<file path="config.mk">
export PLATFORM = sky130hd
export DESIGN_NAME = scg_self_ref_ctrl
export DESIGN_NICKNAME = d
export VERILOG_FILES = /design/src/rtl/scg_self_ref_ctrl.sv
export SDC_FILE = /design/constraint.sdc
export NUM_CORES = 1
export LEC_CHECK = 0
export ABC_CLOCK_PERIOD_IN_PS = 2800
export CORE_ASPECT_RATIO = 0.7
export CORE_MARGIN = 1
export CORE_UTILIZATION = 53
export CTS_BUF_LIST = sky130_fd_sc_hd__clkbuf_4
export DETAILED_ROUTE_END_ITERATION = 8
export MAX_ROUTING_LAYER = met4
export PLACE_DENSITY = 0.84
export SLEW_MARGIN = 10
export SYNTH_ARGS = -nofsm -noshare
export SYNTH_HDL_FRONTEND = slang
export SYNTH_SLANG_ARGS = --single-unit
</file>
<file path="constraint.sdc">
create_clock -name clk -period 2.8 [get_ports clk]
set_input_delay 0.56 -clock clk [delete_from_list [all_inputs] [get_ports clk]]
set_output_delay 0.56 -clock clk [all_outputs]
set_load 0.005 [all_outputs]
</file>
<file path="src/rtl/scg_self_ref_ctrl.sv">
`timescale 1ns/1ps
// Self-refresh sequencer: idle detection, entry/exit FSM handshake, residency and tXSR recovery.
// Optional entry/exit handshake timeout is compiled in when SCG_SR_TIMEOUT_EN is defined.
module scg_self_ref_ctrl #(
    parameter int IDLE_CYCLES    = 1024,
    parameter int MIN_SR_CYCLES  = 16,
    parameter int TXSR_CYCLES    = 10,
    parameter int TIMEOUT_CYCLES = 64
) (
    input  logic       clk,
    input  logic       n_rst,
    input  logic       sr_en,
    input  logic       bus_busy,
    input  logic       wake_req,
    input  logic       entry_done,
    input  logic       exit_done,
    input  logic [3:0] entry_cmd,
    input  logic [3:0] exit_cmd,
    output logic       start_entry,
    output logic       start_exit,
    output logic [3:0] command,
    output logic       in_sr,
    output logic       sr_ready,
    output logic       sr_error
);

    localparam int MAX_AB = (IDLE_CYCLES > MIN_SR_CYCLES) ? IDLE_CYCLES : MIN_SR_CYCLES;
    localparam int MAX_CD = (TXSR_CYCLES > TIMEOUT_CYCLES) ? TXSR_CYCLES : TIMEOUT_CYCLES;
    localparam int MAX_P  = (MAX_AB > MAX_CD) ? MAX_AB : MAX_CD;
    localparam int CNT_W  = $clog2(MAX_P) + 1;

    localparam logic [CNT_W-1:0] CNT_ONE   = CNT_W'(1);
    localparam logic [CNT_W-1:0] IDLE_LAST = CNT_W'(IDLE_CYCLES - 1);
    localparam logic [CNT_W-1:0] MIN_LAST  = CNT_W'(MIN_SR_CYCLES - 1);
    localparam logic [CNT_W-1:0] TXSR_LAST = CNT_W'(TXSR_CYCLES - 1);
`ifdef SCG_SR_TIMEOUT_EN
    localparam logic [CNT_W-1:0] TO_LAST   = CNT_W'(TIMEOUT_CYCLES - 1);
`endif

    typedef enum logic [2:0] {
        ST_IDLE,
        ST_ENTER,
        ST_SELF_REF,
        ST_EXIT,
        ST_RECOVER
    } state_t;

    state_t           state_reg;
    state_t           state_next;
    logic [CNT_W-1:0] count_reg;
    logic [CNT_W-1:0] count_next;
    logic             error_reg;
    logic             error_next;
    logic             start_entry_reg;
    logic             start_exit_reg;
    logic             in_sr_reg;
    logic             sr_ready_reg;
    logic             qualify;

    assign qualify = sr_en & ~bus_busy & ~wake_req;

    // Next-state logic; the shared counter is cleared on every state change.
    always_comb begin
        state_next = state_reg;
        count_next = count_reg;
        error_next = error_reg;
        case (state_reg)
            ST_IDLE: begin
                if (!qualify) begin
                    count_next = '0;
                end else if (count_reg == IDLE_LAST) begin
                    state_next = ST_ENTER;
                    count_next = '0;
                end else begin
                    count_next = count_reg + CNT_ONE;
                end
            end
            ST_ENTER: begin
                if (entry_done) begin
                    state_next = ST_SELF_REF;
                    count_next = '0;
                end
`ifdef SCG_SR_TIMEOUT_EN
                else if (count_reg == TO_LAST) begin
                    state_next = ST_RECOVER;
                    count_next = '0;
                    error_next = 1'b1;
                end else begin
                    count_next = count_reg + CNT_ONE;
                end
`endif
            end
            ST_SELF_REF: begin
                // Residency counter saturates once the minimum has been met.
                if (count_reg >= MIN_LAST) begin
                    if (wake_req || !sr_en) begin
                        state_next = ST_EXIT;
                        count_next = '0;
                    end
                end else begin
                    count_next = count_reg + CNT_ONE;
                end
            end
            ST_EXIT: begin
                if (exit_done) begin
                    state_next = ST_RECOVER;
                    count_next = '0;
                end
`ifdef SCG_SR_TIMEOUT_EN
                else if (count_reg == TO_LAST) begin
                    state_next = ST_RECOVER;
                    count_next = '0;
                    error_next = 1'b1;
                end else begin
                    count_next = count_reg + CNT_ONE;
                end
`endif
            end
            ST_RECOVER: begin
                if (count_reg == TXSR_LAST) begin
                    state_next = ST_IDLE;
                    count_next = '0;
                end else begin
                    count_next = count_reg + CNT_ONE;
                end
            end
            default: begin
                state_next = ST_IDLE;
                count_next = '0;
            end
        endcase
    end

    // Outputs are registered from the next state so they line up with state_reg.
    always_ff @(posedge clk) begin
        if (!n_rst) begin
            state_reg       <= ST_IDLE;
            count_reg       <= '0;
            error_reg       <= 1'b0;
            start_entry_reg <= 1'b0;
            start_exit_reg  <= 1'b0;
            in_sr_reg       <= 1'b0;
            sr_ready_reg    <= 1'b1;
        end else begin
            state_reg       <= state_next;
            count_reg       <= count_next;
            error_reg       <= error_next;
            start_entry_reg <= (state_next == ST_ENTER);
            start_exit_reg  <= (state_next == ST_EXIT);
            in_sr_reg       <= (state_next == ST_SELF_REF) || (state_next == ST_EXIT);
            sr_ready_reg    <= (state_next == ST_IDLE);
        end
    end

    assign start_entry = start_entry_reg;
    assign start_exit  = start_exit_reg;
    assign in_sr       = in_sr_reg;
    assign sr_ready    = sr_ready_reg;
    assign sr_error    = error_reg;

    // Command mux: the start flags are one-hot-or-zero, so an AND-OR per bit suffices.
    genvar gi;
    generate
        for (gi = 0; gi < 4; gi++) begin : g_cmd
            assign command[gi] = (start_entry_reg & entry_cmd[gi]) |
                                 (start_exit_reg  & exit_cmd[gi]);
        end
    endgenerate

endmodule

</file>
[Word level (Yosys, flattened, before mapping)]
Index checks and enable logic that the tools add are counted.
Operators by class
  add/subtract/negate cells: 1
  $mul: 0
  div/mod/pow operators: 0
  order comparisons: 1
  equality and inequality tests: 12
  shifts and indexed selects: 0
  muxes and demuxes: 16
  bitwise gates (word level): 16
  reduce and logical (&&, ||, !) cells: 6
Operators with widths (count)
  $mux 11: 7
  $pmux 11 s5: 1
  $mux 3: 7
  $pmux 3 s5: 1
  $eq 3x2->1 const B: 4
  $add 11x1->11 const B: 1
  $eq 11x10->1 const B: 1
  $eq 11x4->1 const B: 1
  $ge 11x4->1 const B: 1
  $and 1x1->1: 10
  $eq 3x1->1 const B: 2
  $logic_not 3->1: 2
  $ne 2x2->1 const B: 2
  $or 1x1->1: 4
  $eq 3x3->1 const B: 1
  $ne 3x3->1 const B: 1
  $reduce_and 3->1: 1
  $logic_or 1x1->1: 2
  $not 1->1: 2
  $logic_not 1->1: 1
Storage, ports and cells
  register bits after elaboration: 18
  latch bits: 0
  bits in writable memories: 0
  bits in read-only memories: 0
  input port bits: 15
  output and inout bits: 9
  word-level logic and storage cells: 58
  memories kept: 0

[Logic depth before layout (Yosys ltp)]
Gate-level depths: netlist of run 1.
  word-level depth: 7
  depth in mapped cells: 8
  mapped depth without buffers: 7

[Least setup slack after synthesis of run 1]
No wires, ideal clock.
  path type: input port to flip-flop
  start point: in wake_req
  end point: reg count_reg[0]
  library setup time: 0.079 ns
  arrival time: 1.940 ns
  data required time: 2.721 ns
  setup slack: 0.780 ns
  cell stages on the path: 6
  path buffers: 1
  cell sequence: nand2b_1 -> or4b_2 -> o221ai_4 -> buf_6 -> nor2_1 -> a211oi_2
On the way
  cells in the longest elaborated chain, start to end: 4
  elaborated cells on any way between the ends: 7
  classes of those cells: 1 x eq/ne; 2 x mux; 2 x bitwise; 2 x reduce/logical
RTL lines
  start: declaration: RTL line 14  | input logic wake_req,
  $not 1->1: RTL line 60  | assign qualify = sr_en & ~bus_busy & ~wake_req;
  $and 1x1->1: RTL line 60
  $mux 11: RTL line 69  | if (!qualify) begin
  $pmux 11 s5: RTL line 67  | case (state_reg)
  end signal: assignment: RTL line 146  | count_reg <= count_next;
  end: declaration: RTL line 50  | logic [CNT_W-1:0] count_reg;
Parallel ways exist; a longest one is shown, timed or not.
A chain may end at the register's enable or synchronous reset.

[Final worst setup path of run 1]
  start point: reg count_reg[0]
  end point: reg count_reg[2]
On the way
  cells in the longest elaborated chain, start to end: 4
  elaborated cells on any way between the ends: 11
  classes of those cells: 1 x add/sub; 1 x order compare; 3 x eq/ne; 5 x mux; 1 x reduce/logical
RTL lines
  $add 11x1->11 / $eq 11x10->1 (equally long branches)
  $mux 11: RTL line 71  | end else if (count_reg == IDLE_LAST) begin
  $mux 11: RTL line 69
  $pmux 11 s5: RTL line 67
Parallel ways exist; a longest one is shown, timed or not.

==> impl_metrics.yaml, run 1 <==
outcome:
  status: "completed"
floorplan:
  initial_utilization: 0.565
  core_area_um2: 1870
  die_x_um: 55.4
  dieArea_um2: 2180
  ios: 24
  row_count: 13
  die_height_um: 39.4
logic_synthesis:
  synth_top_area_share: 0.341
  yosys_most_used_dff: "dfxtp_1"
  syn_inst: 123
  yosysSeqAreaShare: 0.341
  synthArstFlopShare: 0
  syn_area_per_cell_um2: 8.60
  netlist_top_cells_area: "dfxtp_1 34%, nand3_1 4.3%, nand2_1 4.3%"
  synth_area_leader_cell: "dfxtp_1"
  synth_warnings: 0
  synthTopCellsByCount: "18 x dfxtp_1, 12 x nand2_1, 11 x nor2_1"
  synth_most_common_cell: "dfxtp_1"
  ys_seq_elements: 18
  yosysUniqueCellTypes: 44
  synth_edf_count: 0
  syn_area_um2: 1060
  syn_nets: 140
final_layout:
  drive_above_1_share: 0.0890
  nets: 164
  area_growth_pct: 23.8
  largest_reg_flops: 11
  antennaDiodeCount: 0
  fin_area_um2: 1310
timing:
  slew_headroom: 0.550
  period_needed_ns: 2.28
  worstMarginPinSlew_ns: 0.669
  hold_violations: 0
  fmax_mhz: 438
  finalSetupTns_ns: 0
  setup_viol: 0
  drv_slew: 0
  rsz0062_at_grt: "false"
  finClkSkew_ns: 0.00377
  period_share: 0.815
worst_setup_path:
  crit_path_start_kind: "flip-flop"
  reg2reg_to: "count_reg[2]"
  cp.required_ns: 3.00
  ff2ff_path_depth: 6
  r2r_slack_ns: 0.52
  crit_family: "simple AND/OR/NAND/NOR gates"
  path_buf_inv: 0
  worstPathMaxFanout: 13
  worst-endpoint-arrival_ns: 2.48
  slowest_delay_ns: 0.60
  critPathKind: "flip-flop to flip-flop"
  end_kind: "flip-flop"
  r2r-start: "count_reg[0]"
  crit_top_cell: "a31oi_1"
  critPathSlowestCell: "nor4_1"
  crit_chain: "ha_1 -> nand3_1 -> nor4_1 -> o221ai_4 -> a31oi_1 -> a31oi_1"
cts:
  cts.sink_count: 18
  cts_tree: "yes"
  insertion_delay_ns: 0.31
  cts_setup_buffers: 0
  cts.clk_slew.worst_paths_ns: 0.10
  tritoncts.num_buffers: 3
  cts_max_level: 1
  cts_hold_buf: 0
  clock_path_buffers: 2
  cts_root_buffer: "clkbuf_4"
  cts_resized: 0
power_and_ir_drop:
  ir_drop_v: 0.000292
  p_per_area_nw_per_um2: 332
  p_leak_nw: 0.482
flow_run:
  maxCapViolations: 0
route:
  detail_route.iter0.violations: 43
  ant_nets: 0
  drc_errors: 0
  vias: 1028
  firstDrtPassIters: 4
  drt_wl_total_um: 2580
  viasPerCell: 6.12
  wl_per_cell_um: 15.4
place:
  place.gp.congestion: 0.860
  dp_hpwl_um: 1960
  postPlaceCellArea_um2: 1280
  io_buffers: 22
grt:
  antenna_found_initial: 0
  grt_max_degree: 16
  grt_pass1_vias: 837
  grt_overflow: 0
  grtUsageTotal: 0.252
  grt_pass1_wl_um: 3950
min_path:
  min-delay-path-class: "flip-flop to flip-flop"
  hold_depth: 2
  min_from: "count_reg[9]"
  worst_hold_path.endpoint: "count_reg[9]"
per-layer routing:
metal / global-route usage / wire, um / vias to the layer above
met2: 0.425 / 1200 / 40
met4: 0.0625 / 27 / 0
met3: 0.0792 / 175 / 4
met1: 0.303 / 1180 / 480
li1: - / - / 504
met5: - / 0 / -
power by group:
group | internal, mW | total (mW) | switching [mW]
clock network | 0.0522 | 0.138 | 0.0857
registers | 0.257 | 0.259 | 0.00188
logic | 0.0221 | 0.0374 | 0.0153
total | 0.331 | 0.434 | 0.103
cells by family after synthesis:
kind of cell               count (synthesis)  synth area share
and+or+nand+nor                           60             0.314
AOI/OAI and AO/OA                         30             0.249
DFF                                       18             0.341
buffers and inverters                      9            0.0426
adders and majority gates                  2            0.0237
xor gates and xnor gates                   2            0.0166
other                                      1           0.00355
muxes                                      1            0.0107
how the worst max path moves through the flow:
stage                      start           end  slack (ns)  cells past startpoint
floorplan               wake_req  count_reg[0]        0.78                      6
global placement        wake_req  count_reg[7]        0.29                      6
detailed placement      wake_req  count_reg[3]        0.23                      6
CTS                     wake_req  count_reg[3]        0.54                      6
global route        count_reg[0]  count_reg[2]        0.39                      6
finish              count_reg[0]  count_reg[2]        0.52                      6
tightest hold or removal path, delay by kind of cell (launching register included):
kind               cells  cell delay [ns]
and+or+nand+nor        1             0.07
AOI/OAI and AO/OA      1             0.06
DFF                    1             0.36
area by class of cell:
type,instances,area (um^2)
Inverter,6,22.5
Clock buffer,3,22.5
Sequential cell,18,360
Timing Repair Buffer,22,220
Tap cell,22,27.5
Fill cell,147,562
Multi-Input combinational cell,96,652
Clock inverter,1,3.75
cell usage in the layout, fill, tap and decap left out, types with 3 or more instances in the layout:
| master | instances |
|---|---|
| nand2_1 | 12 |
| nand4_1 | 6 |
| nor2_1 | 11 |
| a31oi_1 | 5 |
| nand3_1 | 9 |
| nor3_1 | 3 |
| dfxtp_1 | 18 |
| clkbuf_4 | 3 |
| a21oi_1 | 4 |
| nand3b_1 | 4 |
| o21ai_0 | 3 |
| a22o_1 | 4 |
| inv_1 | 6 |
| clkdlybuf4s50_1 | 22 |
per-stage QoR:
step / cells / hold slack, ns / utilization / power, mW / setup WS, ns
CTS: 168 / 0.519 / 0.700 / 0.434 / 0.542
global route: 168 / 0.535 / 0.700 / 0.447 / 0.387
floorplan: 123 / 0.466 / - / 0.279 / 0.780
finish: 168 / 0.523 / 0.700 / 0.434 / 0.517
global placement: 164 / 0.500 / 0.686 / 0.300 / 0.290
detailed placement: 164 / 0.500 / 0.686 / 0.302 / 0.233
Note: power is estimated with default switching activity, not from simulation.
==> inputs of run 2 (changes only) <==
--- a/config.mk
+++ b/config.mk
@@ -5,14 +5,14 @@
 export SDC_FILE = /design/constraint.sdc
 export NUM_CORES = 1
 export LEC_CHECK = 0
-export ABC_CLOCK_PERIOD_IN_PS = 2800
+export ABC_CLOCK_PERIOD_IN_PS = 2300
 export CORE_ASPECT_RATIO = 0.7
 export CORE_MARGIN = 1
-export CORE_UTILIZATION = 53
+export CORE_UTILIZATION = 51
 export CTS_BUF_LIST = sky130_fd_sc_hd__clkbuf_4
 export DETAILED_ROUTE_END_ITERATION = 8
 export MAX_ROUTING_LAYER = met4
-export PLACE_DENSITY = 0.84
+export PLACE_DENSITY = 0.81
 export SLEW_MARGIN = 10
 export SYNTH_ARGS = -nofsm -noshare
 export SYNTH_HDL_FRONTEND = slang
==> constraint.sdc (replaced) <==
create_clock -name clk -period 2.3 [get_ports clk]
set_input_delay 0.46 -clock clk [delete_from_list [all_inputs] [get_ports clk]]
set_output_delay 0.46 -clock clk [all_outputs]
set_load 0.005 [all_outputs]
==> run 2 against run 1 <==
Compared with the run above: sequential cell count did not move; wire length rose by 8.8%; sequential share of layout area fell by 0.62 points; non-clock buffer count rose by 4; die area rose by 3.7%; clock-buffer cell count did not move; total power rose by 21%; combinational power rose by 28%; register-to-register slack got worse by 0.31 ns; core utilization rose by 0.38 points.
==> impl_metrics.yaml, run 2 (same netlist as run 1, synthesis figures left out) <==
outcome:
  status: "completed"
route:
  wl_per_cell_um: 16.3
  viasPerCell: 6.08
  detail_route.iter0.violations: 78
  firstDrtPassIters: 5
  drc_errors: 0
  vias: 1045
  ant_nets: 0
  drt_wl_total_um: 2810
final_layout:
  final_common_cell: "clkdlybuf4s50_1"
  largest_reg_flops: 11
  nets: 168
  fin_area_um2: 1340
  area_growth_pct: 26.6
  antennaDiodeCount: 0
  fin_cells: 172
  post-route-util: 0.703
  drive_above_1_share: 0.113
  final_cell_mix: "22 x clkdlybuf4s50_1, 18 x dfxtp_1, 12 x nand2_1"
cts:
  cts_max_level: 1
  cts_tree: "yes"
  cts_hold_buf: 0
  cts_root_buffer: "clkbuf_4"
  cts.sink_count: 18
  cts_resized: 0
  tritoncts.num_buffers: 3
  insertion_delay_ns: 0.30
  cts_setup_buffers: 0
  clock_path_buffers: 2
  cts.clk_slew.worst_paths_ns: 0.10
power_and_ir_drop:
  total_power_mw: 0.525
  p_per_area_nw_per_um2: 392
  p_leak_nw: 0.502
  ir_drop_v: 0.000375
flow_run:
  maxCapViolations: 0
timing:
  drv_slew: 0
  fmax_mhz: 469
  finClkSkew_ns: 0.00133
  hold_violations: 0
  period_share: 0.927
  rsz0062_at_grt: "false"
  setup_viol: 0
  whs_ns: 0.534
  period_needed_ns: 2.13
  fin_ws_ns: 0.167
  finalSetupTns_ns: 0
grt:
  grt_pass1_vias: 925
  grt_pass1_wl_um: 4170
  grtUsageTotal: 0.264
  grt_overflow: 0
  antenna_found_initial: 0
  grt_max_degree: 15
floorplan:
  ios: 24
  dieArea_um2: 2260
  die_height_um: 40.1
  die_x_um: 56.4
  core_area_um2: 1900
  row_count: 13
  initial_utilization: 0.556
worst_setup_path:
  critPathKind: "input pin to flip-flop"
  worst-endpoint-arrival_ns: 2.36
  ff2ff_path_depth: 5
  crit_path_start_kind: "input pin"
  end_kind: "flip-flop"
  crit_family: "simple AND/OR/NAND/NOR gates"
  critPathSlowestCell: "or4b_2"
  slowest_delay_ns: 0.67
  reg2reg_to: "count_reg[0]"
  r2r_slack_ns: 0.21
  path_buf_inv: 1
  crit_chain: "clkdlybuf4s50_1 -> nand2b_1 -> or4b_2 -> o221ai_4 -> nor2_1 -> a211oi_2"
  cp.required_ns: 2.53
  worstPathMaxFanout: 13
  r2r-start: "count_reg[9]"
min_path:
  hold_depth: 1
  worst_hold_path.endpoint: "count_reg[2]"
  min_from: "count_reg[2]"
  min-delay-path-class: "flip-flop to flip-flop"
place:
  io_buffers: 22
  place.gp.congestion: 0.871
  postPlaceCellArea_um2: 1310
  placedCellCount: 168
  dp_hpwl_um: 2130
  dp_slack_ns: -0.140
==> run 2: where the power goes <==
part,switching [mW],internal [mW]
Clock,0.0987,0.0634
Combinational,0.0189,0.0289
Sequential,0.00234,0.313
Total,0.120,0.405
==> run 2: worst max-delay path by stage <==
| stage | slack [ns] | end | cells past startpoint | start |
|---|---|---|---|---|
| finish | 0.17 | count_reg[0] | 6 | wake_req |
| global route | 0.04 | count_reg[9] | 6 | wake_req |
| CTS | 0.17 | count_reg[0] | 6 | wake_req |
| detailed placement | -0.14 | count_reg[0] | 6 | wake_req |
| global placement | -0.06 | count_reg[7] | 6 | wake_req |
| floorplan | 0.38 | count_reg[0] | 6 | wake_req |
==> run 2: final cells by class <==
cell class | instances | area [um^2]
inverters | 6 | 22.5
multi-input cells | 96 | 652
fillers | 161 | 564
clock buffers | 3 | 22.5
flip-flops and latches | 18 | 360
clock inverters | 1 | 3.75
well taps | 22 | 27.5
repair buffers | 26 | 250
==> run 2: layer usage <==
metal	GRT usage	wire, um
met5	-	0
met3	0.0839	282
met4	0.0732	16
met2	0.456	1300
met1	0.306	1210
==> inputs of run 3 (changes only) <==
--- a/config.mk
+++ b/config.mk
@@ -12,7 +12,7 @@
 export CTS_BUF_LIST = sky130_fd_sc_hd__clkbuf_4
 export DETAILED_ROUTE_END_ITERATION = 8
 export MAX_ROUTING_LAYER = met4
-export PLACE_DENSITY = 0.81
+export PLACE_DENSITY = 0.82
 export SLEW_MARGIN = 10
 export SYNTH_ARGS = -nofsm -noshare
 export SYNTH_HDL_FRONTEND = slang
==> run 3 against run 2 <==
Compared with the run above: design area stayed put; register-to-register slack hardly changed; total power is 0.59% lower; sequential power hardly changed; critical path type unchanged; critical endpoint is now count_reg[7]; via count is 1.1% lower; global-route usage is 2.8 points lower; critical path depth stayed put; sequential share of layout area stayed put; worst setup slack worse by 0.0086 ns.
==> impl_metrics.yaml, run 3 (same netlist as run 1, synthesis figures left out) <==
worst_setup_path:
  crit_chain: "clkdlybuf4s50_1 -> nand2b_1 -> or4b_2 -> o221ai_4 -> nand3_1 -> a31oi_1"
  worst-endpoint-arrival_ns: 2.37
  ff2ff_path_depth: 5
  critPathSlowestCell: "or4b_2"
  critPathKind: "input pin to flip-flop"
  crit_family: "simple AND/OR/NAND/NOR gates"
  cp.required_ns: 2.52
  worstPathMaxFanout: 13
  slowest_delay_ns: 0.67
  crit_path_start_kind: "input pin"
  end_kind: "flip-flop"
  crit_cells: 6
  path_buf_inv: 1
timing:
  fmax_mhz: 467
  period_needed_ns: 2.14
  finClkSkew_ns: 0.00127
  drv_slew: 0
  whs_ns: 0.537
  period_share: 0.931
  rsz0062_at_grt: "false"
  hold_violations: 0
  setup_viol: 0
place:
  io_buffers: 22
  postPlaceCellArea_um2: 1310
  dp_hpwl_um: 1920
  place.gp.congestion: 0.895
route:
  firstDrtPassIters: 4
  detail_route.iter0.violations: 32
  viasPerCell: 6.01
  vias: 1033
  wl_per_cell_um: 14.3
  drc_errors: 0
  drt_wl_total_um: 2460
  ant_nets: 0
cts:
  tritoncts.num_buffers: 3
  clock_path_buffers: 2
  cts_max_level: 1
  cts_resized: 0
  cts_setup_buffers: 0
  cts_hold_buf: 0
  cts.clk_slew.worst_paths_ns: 0.10
  cts_root_buffer: "clkbuf_4"
  insertion_delay_ns: 0.29
  cts_tree: "yes"
  cts.sink_count: 18
floorplan:
  ios: 24
  core_area_um2: 1900
  row_count: 13
  die_x_um: 56.4
  dieArea_um2: 2260
  initial_utilization: 0.556
  die_height_um: 40.1
final_layout:
  nets: 168
  seqCellArea_um2: 360
  final_common_cell: "clkdlybuf4s50_1"
  multiInputGateArea_um2: 652
  post-route-util: 0.703
  final_cell_mix: "22 x clkdlybuf4s50_1, 18 x dfxtp_1, 12 x nand2_1"
  largest_reg_flops: 11
  antennaDiodeCount: 0
  fin_area_um2: 1340
  drive_above_1_share: 0.113
  area_growth_pct: 26.6
  num-fill-cells: 143
min_path:
  min-delay-path-class: "flip-flop to flip-flop"
  hold_depth: 2
grt:
  grtUsageTotal: 0.236
  antenna_found_initial: 0
  grt_max_degree: 15
  grt_pass1_vias: 851
  grt_overflow: 0
  grt_pass1_wl_um: 3810
flow_run:
  maxCapViolations: 0
power_and_ir_drop:
  ir_drop_v: 0.000373
  p_per_area_nw_per_um2: 390
  p_leak_nw: 0.502
outcome:
  status: "completed"
==> run 3: cell counts in the layout (fill, tap and decap cells not counted) <==
No cell type changed its count.
==> run 3: per-stage QoR <==
stage	total power, mW	instances	setup slack (ns)	setup TNS [ns]
finish	0.522	172	0.159	0
detailed placement	0.369	168	-0.152	-0.612
CTS	0.526	172	0.158	0
global route	0.544	172	0.0559	0
floorplan	0.339	123	0.380	0
global placement	0.368	168	-0.0535	-0.235
==> run 3: path summary, 6_finish.rpt <==
path / start / to / slack, ns
min reg2reg: count_reg[9] / count_reg[9] / 0.54
max reg2reg: count_reg[9] / count_reg[7] / 0.20
min: count_reg[9] / count_reg[9] / 0.54
max: wake_req / count_reg[7] / 0.16
==> run 3: metal layers <==
metal	wire, um	GRT usage	part of all wire
met1	1230	0.288	0.50
met2	1010	0.371	0.41
met3	168	0.0742	0.068
met4	49	0.104	0.020
met5	0	-	0
==> run 3: final cells by class <==
type                            count  share of cell area
Clock buffer                        3              0.0168
Sequential cell                    18               0.269
Tap cell                           22              0.0206
Clock inverter                      1             0.00280
Inverter                            6              0.0168
Timing Repair Buffer               26               0.187
Multi-Input combinational cell     96               0.487
==> run 3: tightest hold or removal path: cells and delay by family, from the launching register on <==
kind	cells	cell delay (ns)
AO/OA/AOI/OAI	1	0.06
flip-flops	1	0.37
AND/OR/NAND/NOR	1	0.07
==> run 3: power breakdown <==
part	switching, mW	internal, mW	leakage [nW]
logic	0.0186	0.0289	0.342
clock network	0.0964	0.0632	0.0154
registers	0.00208	0.313	0.145
